`config.mk`:
```
export PLATFORM = sky130hd
export DESIGN_NAME = filter_sweep_ctrl
export DESIGN_NICKNAME = d
export VERILOG_FILES = /design/src/rtl/filter_sweep_ctrl_pkg.sv /design/src/rtl/filter_sweep_ctrl_peak_detector.sv /design/src/rtl/filter_sweep_ctrl.sv
export SDC_FILE = /design/constraint.sdc
export NUM_CORES = 1
export LEC_CHECK = 0
export ABC_AREA = 1
export CAP_MARGIN = 20
export CORE_MARGIN = 2
export CORE_UTILIZATION = 42
export CTS_CLUSTER_SIZE = 8
export DETAILED_ROUTE_END_ITERATION = 6
export GPL_TIMING_DRIVEN = 1
export PLACE_DENSITY = 0.94
export SETUP_SLACK_MARGIN = 0.1
export SYNTH_ARGS = -nofsm -noshare
export SYNTH_HDL_FRONTEND = slang
export SYNTH_HIERARCHICAL = 1
export SYNTH_SLANG_ARGS = --single-unit
```
`constraint.sdc`:
```
create_clock -name clk -period 4.2 [get_ports clk]
set_clock_uncertainty 0.1 [all_clocks]
set_input_delay 1.26 -clock clk [delete_from_list [all_inputs] [get_ports clk]]
set_output_delay 1.26 -clock clk [all_outputs]
set_load 0.01 [all_outputs]
```
`src/rtl/filter_sweep_ctrl_pkg.sv`:
```
// package_settings: shared widths and the sweep FSM state type for the
// filter sweep controller slice.
//   SIZE_DELAY        width of delay values (test_delay, bounds, step)
//   SIZE_ADC_DATA     width of raw ADC samples
//   SIZE_FILTER_DATA  width of one signed filter output
//   SIZE_FILTER_SEL   width of the filter index
package package_settings;

  localparam int SIZE_DELAY       = 10;
  localparam int SIZE_ADC_DATA    = 14;
  localparam int SIZE_FILTER_DATA = 16;
  localparam int SIZE_FILTER_SEL  = 4;

  typedef enum logic [1:0] {
    IDLE,
    SETTLE,
    MEASURE,
    REPORT
  } sweep_state_t;

endpackage

```
`src/rtl/filter_sweep_ctrl_peak_detector.sv`:
```
// peak_detector: signed running-maximum register.
//   clk     clock
//   reset   synchronous, active-low reset (peak -> 0)
//   clear   load peak with data (first sample of a window)
//   enable  fold data into peak with a signed max
//   data    signed sample
//   peak    signed running maximum
module peak_detector #(
  parameter int DATA_W = 16
) (
  input  logic                     clk,
  input  logic                     reset,
  input  logic                     clear,
  input  logic                     enable,
  input  logic signed [DATA_W-1:0] data,
  output logic signed [DATA_W-1:0] peak
);

  always_ff @(posedge clk) begin
    if (!reset) begin
      peak <= '0;
    end else if (clear) begin
      peak <= data;
    end else if (enable && (data > peak)) begin
      peak <= data;
    end
  end

endmodule

```
`src/rtl/filter_sweep_ctrl.sv`:
```
// filter_sweep_ctrl: steps a test delay from delay_first to delay_last,
// lets the filters settle after each change, captures the signed peak of
// one selected filter output, and hands each (delay, peak) result out on a
// valid/ready interface.
//   clk, reset                 clock; synchronous active-low reset
//   start, overlay_cfg         sweep request and overlay setting (latched)
//   delay_first/last/step      sweep bounds and increment (latched)
//   filter_sel, filter_data    filter index; all filter outputs, filter 0 in LSBs
//   test_overlay, test_rate,
//   test_delay                 drive to the unit under test
//   busy, done                 sweep in progress; one-cycle end pulse
//   res_valid/ready/delay/peak result handshake
// Optional build macro FILTER_SWEEP_ABORT_EN adds an abort input that ends
// the sweep from any non-idle state, with a done pulse.
module filter_sweep_ctrl
  import package_settings::*;
#(
  parameter int unsigned N_FILTERS     = 14,
  parameter int unsigned SETTLE_CYCLES = 64,
  parameter int unsigned MEAS_CYCLES   = 256
) (
  input  logic                                  clk,
  input  logic                                  reset,
  input  logic                                  start,
  input  logic                                  overlay_cfg,
  input  logic [SIZE_DELAY-1:0]                 delay_first,
  input  logic [SIZE_DELAY-1:0]                 delay_last,
  input  logic [SIZE_DELAY-1:0]                 delay_step,
`ifdef FILTER_SWEEP_ABORT_EN
  input  logic                                  abort,
`endif
  input  logic [SIZE_FILTER_SEL-1:0]            filter_sel,
  input  logic [N_FILTERS*SIZE_FILTER_DATA-1:0] filter_data,
  output logic                                  test_overlay,
  output logic                                  test_rate,
  output logic [SIZE_DELAY-1:0]                 test_delay,
  output logic                                  busy,
  output logic                                  done,
  output logic                                  res_valid,
  input  logic                                  res_ready,
  output logic [SIZE_DELAY-1:0]                 res_delay,
  output logic signed [SIZE_FILTER_DATA-1:0]    res_peak
);

  localparam int unsigned CNT_MAX = (SETTLE_CYCLES > MEAS_CYCLES) ? SETTLE_CYCLES : MEAS_CYCLES;
  localparam int unsigned CNT_W   = $clog2(CNT_MAX + 1);
  localparam logic [SIZE_FILTER_SEL-1:0] SEL_MAX = SIZE_FILTER_SEL'(N_FILTERS - 1);

  sweep_state_t state, state_next;

  logic [CNT_W-1:0]                 cnt, cnt_next;
  logic                             overlay_q;
  logic [SIZE_FILTER_SEL-1:0]       sel_q;
  logic [SIZE_DELAY-1:0]            last_q;
  logic [SIZE_DELAY-1:0]            step_q;
  logic [SIZE_DELAY-1:0]            delay_q;
  logic                             done_q, done_next;
  logic                             load_cfg;
  logic                             advance;
  logic [SIZE_DELAY:0]              next_delay;
  logic                             sweep_end;
  logic signed [SIZE_FILTER_DATA-1:0] sel_data;
  logic signed [SIZE_FILTER_DATA-1:0] peak;
  logic                             peak_clear;
  logic                             peak_enable;

  // One extra bit catches wrap-around of the delay addition.
  assign next_delay = {1'b0, delay_q} + {1'b0, step_q};
  assign sweep_end  = next_delay[SIZE_DELAY] || (next_delay[SIZE_DELAY-1:0] > last_q);

  always_comb begin
    sel_data = '0;
    for (int unsigned i = 0; i < N_FILTERS; i++) begin
      if (sel_q == SIZE_FILTER_SEL'(i)) begin
        sel_data = filter_data[i*SIZE_FILTER_DATA +: SIZE_FILTER_DATA];
      end
    end
  end

  always_comb begin
    state_next = state;
    cnt_next   = cnt;
    load_cfg   = 1'b0;
    advance    = 1'b0;
    done_next  = 1'b0;
    case (state)
      IDLE: begin
        if (start) begin
          state_next = SETTLE;
          cnt_next   = '0;
          load_cfg   = 1'b1;
        end
      end
      SETTLE: begin
        if (cnt == CNT_W'(SETTLE_CYCLES - 1)) begin
          state_next = MEASURE;
          cnt_next   = '0;
        end else begin
          cnt_next = cnt + CNT_W'(1);
        end
      end
      MEASURE: begin
        if (cnt == CNT_W'(MEAS_CYCLES - 1)) begin
          state_next = REPORT;
          cnt_next   = '0;
        end else begin
          cnt_next = cnt + CNT_W'(1);
        end
      end
      REPORT: begin
        if (res_ready) begin
          if (sweep_end) begin
            state_next = IDLE;
            done_next  = 1'b1;
          end else begin
            state_next = SETTLE;
            cnt_next   = '0;
            advance    = 1'b1;
          end
        end
      end
      default: state_next = IDLE;
    endcase
`ifdef FILTER_SWEEP_ABORT_EN
    // Abort overrides whatever the state decode chose, including a handshake.
    if (abort && (state != IDLE)) begin
      state_next = IDLE;
      cnt_next   = '0;
      advance    = 1'b0;
      done_next  = 1'b1;
    end
`endif
  end

  always_ff @(posedge clk) begin
    if (!reset) begin
      state     <= IDLE;
      cnt       <= '0;
      overlay_q <= 1'b0;
      sel_q     <= '0;
      last_q    <= '0;
      step_q    <= '0;
      delay_q   <= '0;
      done_q    <= 1'b0;
    end else begin
      state  <= state_next;
      cnt    <= cnt_next;
      done_q <= done_next;
      if (load_cfg) begin
        overlay_q <= overlay_cfg;
        sel_q     <= (filter_sel > SEL_MAX) ? SEL_MAX : filter_sel;
        last_q    <= delay_last;
        step_q    <= (delay_step == '0) ? SIZE_DELAY'(1) : delay_step;
        delay_q   <= delay_first;
      end else if (advance) begin
        delay_q <= next_delay[SIZE_DELAY-1:0];
      end
    end
  end

  // First MEASURE cycle loads the sample; the rest fold in the max.
  assign peak_enable = (state == MEASURE);
  assign peak_clear  = (state == MEASURE) && (cnt == '0);

  peak_detector #(
    .DATA_W(SIZE_FILTER_DATA)
  ) u_peak (
    .clk    (clk),
    .reset  (reset),
    .clear  (peak_clear),
    .enable (peak_enable),
    .data   (sel_data),
    .peak   (peak)
  );

  assign busy         = (state != IDLE);
  assign test_rate    = busy;
  assign test_overlay = busy & overlay_q;
  assign test_delay   = delay_q;
  assign done         = done_q;
  assign res_valid    = (state == REPORT);
  assign res_delay    = delay_q;
  assign res_peak     = peak;

endmodule

```
* Yosys cells after proc, flatten, opt, wreduce, memory -nomap -nowiden
Cells that the tools add are included.
** Operators by class
- $add $sub $neg :: 2
- $mul :: 0
- Div/mod/pow operators :: 0
- Order comparisons :: 3
- Equality and inequality tests :: 23
- Shifts and indexed selects :: 0
- Multiplexer cells :: 38
- Bitwise logic cells :: 1
- Reduce and logical (&&, ||, !) cells :: 13
** Operators with widths (count)
- 16-bit 2-to-1 mux :: 16
- 9-bit 2-to-1 mux :: 5
- 9-bit one-hot mux with 4 select lines :: 1
- 10-bit 2-to-1 mux :: 3
- 4-bit equality test, second input constant :: 6
- 4-bit by 3-bit equality test with 1-bit output, second input constant :: 4
- 16-bit > comparator :: 1
- 10-bit by 10-bit adder with 11-bit output :: 1
- 10-bit > comparator :: 1
- 10-bit zero test :: 1
- 9-bit by 1-bit adder with 9-bit output, second input constant :: 1
- 9-bit by 6-bit equality test with 1-bit output, second input constant :: 1
- 9-bit by 8-bit equality test with 1-bit output, second input constant :: 1
- 9-bit zero test :: 1
- 4-bit by 2-bit equality test with 1-bit output, second input constant :: 2
- 2-bit 2-to-1 mux :: 4
- 2-bit != test, second input constant :: 4
- 2-bit one-hot mux with 4 select lines :: 1
- 1-bit 2-to-1 mux :: 7
- 3-bit AND reduction :: 2
- 2-bit nonzero test :: 3
- 2-bit equality test, second input constant :: 2
- 4-bit by 1-bit equality test with 1-bit output, second input constant :: 1
- 4-bit > comparator, second input constant :: 1
- 9 further kinds :: 10
** Storage, ports and cells
- Bits in registers :: 63
- Latch bits :: 0
- Memory bits (writable) :: 0
- ROM bits :: 0
- Input bits :: 263
- Output and inout port bits :: 41
- Memories :: 0

* Depth between registers and ports, before layout
Gate-level depths: netlist (run 1).
- Word-level depth :: 19
- Gate-level depth with buffers :: 27
- Gate-level depth less buffers :: 25

* Modules after synthesis
Netlist (run 1), hierarchy kept.
** By module, submodules not included
- filter_sweep_ctrl :: instances 1, cells each 905, area each 5102.4 um^2, seq. area each 940.9 um^2
- peak_detector :: instances 1, cells each 173, area each 1186.1 um^2, seq. area each 320.3 um^2

* Worst setup path after synthesis (run 1)
Ideal clock, no wire load.
- Path type :: input to register
- Start :: input filter_data[15]
- End :: register u_peak.peak[0]
- Arrival time :: 3.106 ns
- Required time :: 3.985 ns
- Setup slack :: 0.879 ns
- Stages on the path :: 20
- Cell sequence :: nand3_1 -> nand2_1 -> nor2_1 -> nand4_1 -> nand2_1 -> nand4_1 -> nor2_1 -> nand4_1 -> ha_1 -> nand2_2 -> inv_1 -> nand2_1 -> nand2_1 -> a21oi_1 -> nand3_1 -> nand2_1 -> nand3_4 -> buf_6 -> a21oi_1 -> nor2_1
** On the way
- Word-level cells in the longest chain between the ends :: 17
** Ends and longest elaborated chain
- start: declaration :: RTL line filter_sweep_ctrl.sv:33 : input logic [N_FILTERS*SIZE_FILTER_DATA-1:0] filter_data,
- 16-bit 2-to-1 mux (14 in a row) :: RTL line filter_sweep_ctrl.sv:74 : if (sel_q == SIZE_FILTER_SEL'(i)) begin
- named net sel_data[15] :: RTL line filter_sweep_ctrl.sv:62 : logic signed [SIZE_FILTER_DATA-1:0] sel_data;
- 16-bit > comparator :: RTL line filter_sweep_ctrl_peak_detector.sv:24 : end else if (enable && (data > peak)) begin
- 1-bit logical AND :: RTL line filter_sweep_ctrl_peak_detector.sv:24
- 2-bit nonzero test (no source line)
- end signal: assignment :: RTL line filter_sweep_ctrl_peak_detector.sv:23 : peak <= data;
- end signal: assignment :: RTL line filter_sweep_ctrl_peak_detector.sv:25 : peak <= data;
- end: declaration :: RTL line filter_sweep_ctrl_peak_detector.sv:16 : output logic signed [DATA_W-1:0] peak
The timed path passes the listed nets, and every way through them passes these cells.
A chain may end at the register's enable or synchronous reset.

* Worst setup path after layout (run 1)
- Start :: input filter_data[95]
- End :: register u_peak.peak[13]
** On the way
- Word-level cells in the longest chain between the ends :: 12
** Ends and longest elaborated chain (RTL line)
- 16-bit 2-to-1 mux (9 in a row) :: filter_sweep_ctrl.sv:74
- named net sel_data[15] :: filter_sweep_ctrl.sv:62
- 16-bit > comparator :: filter_sweep_ctrl_peak_detector.sv:24
- 1-bit logical AND :: filter_sweep_ctrl_peak_detector.sv:24
- 2-bit nonzero test (no source line)
The timed path passes the listed nets, and every way through them passes these cells.

==> results of run 1 <==
## synthesized netlist by cell type, types with 2 or more instances
master and number:
buf_4 14, or2_2 3, xor2_1 6, clkbuf_1 19
o21ai_1 4, and2_1 3, xnor2_1 2, inv_2 9
a21oi_1 85, ha_1 45, nand3_2 5, nor2_1 133
nand4_1 40, nand3_1 119, inv_1 134, nand2_1 281
nor3_1 5, nand2_2 5, dfxtp_1 63, nor2_4 9
or2_0 12, buf_1 3, a211oi_1 3, buf_6 7
buf_2 12, o21bai_1 2, nor2_2 5, o21ai_0 38
clkinv_1 2
## metrics by stage
| stage | hold slack (ns) | util, % |
|---|---|---|
| 3_5_place_dp | 0.3549 | 63.87 |
| 5_1_grt | 0.3817 | 67.94 |
| 6_report | 0.3583 | 67.94 |
| 2_1_floorplan | 0.3305 | - |
| 4_1_cts | 0.3631 | 66.08 |
| 3_3_place_gp | 0.3440 | 63.87 |
## timing repair
action	CTS	global route
endpoints found under the setup margin	1	16
setup buffers	1	5
resized for setup	2	42
hold buffers	0	0
pin swaps	2	32
cloned	0	3
## cell type report
| type | instances | area, µm² |
|---|---|---|
| Clock buffer | 11 | 242.7 |
| Antenna cell | 4 | 10.01 |
| Tap cell | 184 | 230.2 |
| Sequential cell | 63 | 1261 |
| Inverter | 145 | 544.3 |
| Multi-Input combinational cell | 815 | 4315 |
| Timing Repair Buffer | 323 | 3251 |
| Clock inverter | 5 | 57.56 |
| Fill cell | 1243 | 4677 |
## sequential cells by signal (all words and copies together), names as in the netlist
signal / cells
u_peak/peak: 16
last_q: 10
res_delay: 10
step_q: 10
cnt: 9
sel_q: 4
state: 2
done: 1
overlay_q: 1
## metal layers
| metal | part of all wire, % | up-vias |
|---|---|---|
| met1 | 37 | 3705 |
| met2 | 49 | 424 |
| li1 | - | 4013 |
| met5 | 0 | - |
| met3 | 8.0 | 106 |
| met4 | 5.7 | 0 |
## report_power, final
| part | switching [mW] | total [mW] | internal [mW] |
|---|---|---|---|
| registers | 0.141 | 0.901 | 0.760 |
| logic | 2.11 | 3.63 | 1.51 |
| clock network | 0.270 | 0.744 | 0.474 |
| total | 2.53 | 5.27 | 2.75 |
## placed cells by master (no fill, tap or decap), drive strengths merged, types with 3 or more instances in the layout
cell and count:
and2 3, ha 45, nor3 5, clkinv 3
xor2 6, nor2 147, nand2 287, nand4 40
clkinvlp 3, clkdlybuf4s50 295, or2 15, inv 143
nand3 125, diode 4, buf 19, clkbuf 13
dlymetal6s2s 7, a211oi 3, o21ai 42, dfxtp 63
a21oi 85
## kinds of logic after synthesis
logic type / after synthesis / synth area share, %
buffers and inverters: 200 / 13.85
adders and majority gates: 46 / 9.272
AOI/OAI and AO/OA: 136 / 11.18
xor gates and xnor gates: 8 / 1.114
and+or+nand+nor: 625 / 44.53
DFF: 63 / 20.06
## worst min-delay path, delay by kind of cell, from the launching register on
| kind | cells | cell delay, ns |
|---|---|---|
| AO/OA/AOI/OAI | 1 | 0.05 |
| buffers and inverters | 1 | 0.06 |
| flip-flops | 1 | 0.29 |
## worst paths after layout
kind,cells after the start,end,slack (ns)
worst max-delay path,21,u_peak/peak[13]$_SDFFE_PN0P_,0.03
worst min-delay path,2,last_q[9]$_SDFFE_PN0P_,0.36
worst max register to register,21,u_peak/peak[13]$_SDFFE_PN0P_,0.33
worst min register to register,2,last_q[9]$_SDFFE_PN0P_,0.36
==> impl_metrics.yaml, run 1 <==
outcome:
  status: "complete, no violations"
floorplan:
  rows: 44
  io-pin-count: 304
  coreArea_um2: 14590
  die_h_um: 126.4
  die_area_um2: 15970
  die_x_um: 126.4
  start_util_pct: 43.10
setup_path:
  slowest_stage: "clkdlybuf4s50_1"
  cp-startpoint: "filter_data[95]"
  r2r-start: "sel_q[1]$_SDFFE_PN0P_"
  worstSetupEndpointType: "register"
  worstSetupStartpointType: "primary input"
  path_class: "primary input to register"
  path_buf_inv: 4
  path_delay_family: "simple AND/OR/NAND/NOR gates"
  arrival_ns: 4.32
  cpMostUsedCell: "nand2_1"
  max_stage_delay_ns: 0.40
  path_max_fanout: 8
  cp_data_required_time_ns: 4.35
  crit_chain: "clkdlybuf4s50_1 > nand3_1 > nand2_1 > inv_1 > nand4_1 > nand2_1 > nand4_1 > nor2_1 > nand4_1 > ha_4 > buf_6 > a21oi_2 > nand2_1 > a21oi_2 > nand3_2 > nand2_2 > nand3_4 > buf_12 > nand3_1 > nand2_1 > nor2_1"
drt:
  wl_per_cell_um: 17.07
  vias: 8248
  routed_wl_um: 26460
  via_per_inst: 5.321
  first_pass_iters: 5
  drc: 0
  drt_iter0_drc: 612
  ant_nets: 0
placed_design:
  place_congestion: 0.9694
  portBuffers: 303
  dp_cells: 1521
  place_hpwl_um: 20180
  place_ws_ns: -0.2255
  dpl_cell_area_um2: 9318
cells_and_area:
  area_growth_pct: 57.62
  final_cells: 1550
  final_area_um2: 9912
  fin_nets: 1666
  layout-drive-gt1-share_pct: 7.856
pwr:
  peakVddDrop_mv: 0.4538
  totalPowerFinal_mw: 5.274
  powerDensity_nw_per_um2: 532.1
  p_leak_nw: 4.448
synthesis:
  synth_edf_count: 0
  syn_inst: 1078
  synth_warnings: 6
  postSynthNetCount: 1387
  synthFlopType: "dfxtp_1"
  yosysTopAreaCellShare_pct: 20.06
  synth_cell_type_count: 39
  yosysSeqAreaShare_pct: 20.06
  synthesis.area_um2: 6289
  yosys.area.top_type: "dfxtp_1"
  avgSynthCellArea_um2: 5.834
  synth_seq_cells: 63
  synthArstFlopShare_pct: 0
  synth_area_leaders: "dfxtp_1 (20%), nand2_1 (17%), nand3_1 (9.5%)"
timing:
  finalMaxSlewViolations: 0
  fmaxAchievable_mhz: 239.8
  setup-tns-final_ns: 0
  setup_viol_count_final: 0
  hold_viol: 0
  layout_min_cycle_time_ns: 4.170
  finalCritPeriodShare_pct: 99.28
  fin_ws_ns: 0.03040
  max_slew_margin_pct: 5.822
  tightest_slew_ns: 1.411
clock_network:
  clk_latency_ns: 0.33
  cts.path.max_buffers: 2
  numCtsBuffers: 9
  cts.htree.levels: 3
  root_buffer: "clkbuf_16"
  clock_sinks: 63
  tritoncts: "built"
  path_clk_slew_ns: 0.05
global_routing:
  use_met1_pct: 32.97
  grt_pass1_vias: 7815
  top_usage_layer: "met2"
  grt_pass1_wl_um: 38650
  grt.met3_usage_pct: 6.411
  antenna_found_initial: 4
  grt_start_max_net_pins: 61
  overflow: 0
  grt_usage_pct: 30.10
  met2_usage_pct: 54.29
run:
  drv_cap: 0
min_path:
  hp-start: "last_q[9]$_SDFFE_PN0P_"
  hold_path.class: "register to register"
Note: power is estimated with default switching activity, not from simulation.
==> inputs of run 2 (changes only) <==
- CORE_ASPECT_RATIO: default -> 2
- CTS_CLUSTER_DIAMETER: default -> 100
==> run 2 against run 1 <==
Effect of this change: the run now ends with design-rule violations left; critical path type unchanged; fmax fell by 0.23%; wire length rose by 8.6%; global-route usage rose by 2.9 points; first-iteration DRC count fell by 1.5%; hold slack improved by 0.0068 ns; cell count rose by 0.58%; clock-buffer cell count did not move; worst setup slack got worse by 0.0096 ns; register-to-register slack got worse by 0.13 ns.
==> impl_metrics.yaml, run 2 (synthesis gave the netlist of run 1 again) <==
run:
  drv_cap: 0
drt:
  ant_nets: 0
  top_layer: "met5"
  drt_iter0_drc: 603
  first_pass_iters: 7
  routed_wl_um: 28720
  dr_wl_met3_um: 2863
  drc: 4
  via_per_inst: 5.419
  wl_met2_um: 14260
  vias: 8449
  wl_per_cell_um: 18.42
  met1_length_um: 9120
placed_design:
  place_congestion: 1.009
  dp_cells: 1534
  portBuffers: 303
  place_hpwl_um: 22130
cells_and_area:
  area_growth_pct: 57.82
  layout_common_cells: "clkdlybuf4s50_1 (299), nand2_1 (277), inv_1 (134), nor2_1 (127), nand3_1 (109)"
  largest_reg_flops: 16
  fin_util_pct: 67.33
  top_register: "u_peak/peak"
  final_cells: 1559
  fin_nets: 1664
  final_common_cell: "clkdlybuf4s50_1"
  layout-drive-gt1-share_pct: 7.132
pwr:
  p_leak_nw: 4.444
  peakVddDrop_mv: 0.4746
  powerDensity_nw_per_um2: 544.7
clock_network:
  tritoncts: "built"
  path_clk_slew_ns: 0.05
  cts.path.max_buffers: 2
  holdBufCountCts: 0
  clock_sinks: 63
  clk_latency_ns: 0.34
  numCtsBuffers: 9
  cts.htree.levels: 3
  root_buffer: "clkbuf_16"
floorplan:
  rows: 63
  io-pin-count: 304
  start_util_pct: 42.66
  die_h_um: 177.0
  die_x_um: 90.53
  die_area_um2: 16030
  coreArea_um2: 14740
global_routing:
  antenna_found_initial: 4
  grt_pass1_vias: 8096
  overflow: 0
  grt_pass1_wl_um: 41420
  grt_start_max_net_pins: 61
  grt_usage_pct: 33.03
outcome:
  violations: "design-rule violations"
  status: "finished, violations left"
setup_path:
  rr_worst_depth: 21
  r2r-end: "u_peak/peak[8]$_SDFFE_PN0P_"
  r2r-start: "sel_q[0]$_SDFFE_PN0P_"
  worstSetupEndpoint: "u_peak/peak[8]$_SDFFE_PN0P_"
  path_class: "primary input to register"
  cp-startpoint: "filter_data[29]"
  worstSetupEndpointType: "register"
  slowest_stage: "clkdlybuf4s50_1"
  cpMostUsedCell: "nand2_1"
  path_max_fanout: 6
  max_stage_delay_ns: 0.40
  worstSetupStartpointType: "primary input"
  cp_data_required_time_ns: 4.31
  r2r_slack_ns: 0.20
  arrival_ns: 4.29
  crit_chain: "clkdlybuf4s50_1 > nand3_1 > nand3_4 > nor2_2 > nand4_1 > nand2_1 > nand4_1 > nor2_1 > nand3_1 > ha_1 > nand2_1 > nand2_1 > nand2_1 > nand2_1 > a21oi_4 > nand3_1 > nand2_2 > nand3_4 > buf_12 > a21oi_1 > nor2_1"
timing:
  fmaxAchievable_mhz: 239.3
  setup-tns-final_ns: 0
  tightest_slew_ns: 1.098
  finalMaxSlewViolations: 0
  max_slew_margin_pct: 26.71
  layout_min_cycle_time_ns: 4.179
  hold_slack_ns: 0.3651
  setup_viol_count_final: 0
  finalCritPeriodShare_pct: 99.51
  rsz0062_at_grt: "true"
  hold_viol: 0
min_path:
  hold_path.class: "register to register"
  hp-start: "last_q[1]$_SDFFE_PN0P_"
run 2: critical path, delay by kind of cell:
family / cells / cell delay, ns
AOI/OAI and AO/OA: 2 / 0.34
adders and majority gates: 1 / 0.37
buffers and inverters: 2 / 0.59
and+or+nand+nor: 16 / 1.69
run 2: cell type report:
cell class | instances | area (µm²)
Inverter | 145 | 544.3
Clock inverter | 5 | 80.08
Timing Repair Buffer | 321 | 3226
Antenna cell | 4 | 10.01
Multi-Input combinational cell | 815 | 4307
Sequential cell | 63 | 1261
Clock buffer | 11 | 252.7
Fill cell | 1246 | 4816
Tap cell | 195 | 244.0
run 2: power breakdown:
part / switching [mW] / leakage, nW / internal, mW
registers: 0.141 / 0.519 / 0.760
clock network: 0.284 / 0.158 / 0.551
logic: 2.17 / 3.77 / 1.50
run 2: metrics by stage:
step	instance area [µm²]	worst slack (ns)	power, mW
2_1_floorplan	6289	0.8787	3.014
3_3_place_gp	9346	-0.05791	4.018
3_5_place_dp	9346	-0.1384	4.142
4_1_cts	9679	0.1696	5.021
5_1_grt	9917	-0.06025	5.758
6_report	9925	0.02077	5.406
run 2: worst min path at each step:
stage | end | slack, ns | depth (start not counted)
6_report | last_q[1]$_SDFFE_PN0P_ | 0.37 | 2
3_3_place_gp | overlay_q$_SDFFE_PN0P_ | 0.35 | 2
2_1_floorplan | overlay_q$_SDFFE_PN0P_ | 0.33 | 2
3_5_place_dp | last_q[1]$_SDFFE_PN0P_ | 0.35 | 2
5_1_grt | last_q[1]$_SDFFE_PN0P_ | 0.37 | 2
4_1_cts | last_q[1]$_SDFFE_PN0P_ | 0.36 | 2
run 2: per-layer routing:
metal,up-vias,track usage [%]
li1,4015,-
met1,3740,30.82
met2,533,60.35
met3,159,8.731
met4,2,25.32
met5,-,0
run 2: timing repair:
item | in CTS | in global routing
setup buffers | 0 | 2
setup endpoints to repair | 0 | 16
resized for setup | 0 | 34
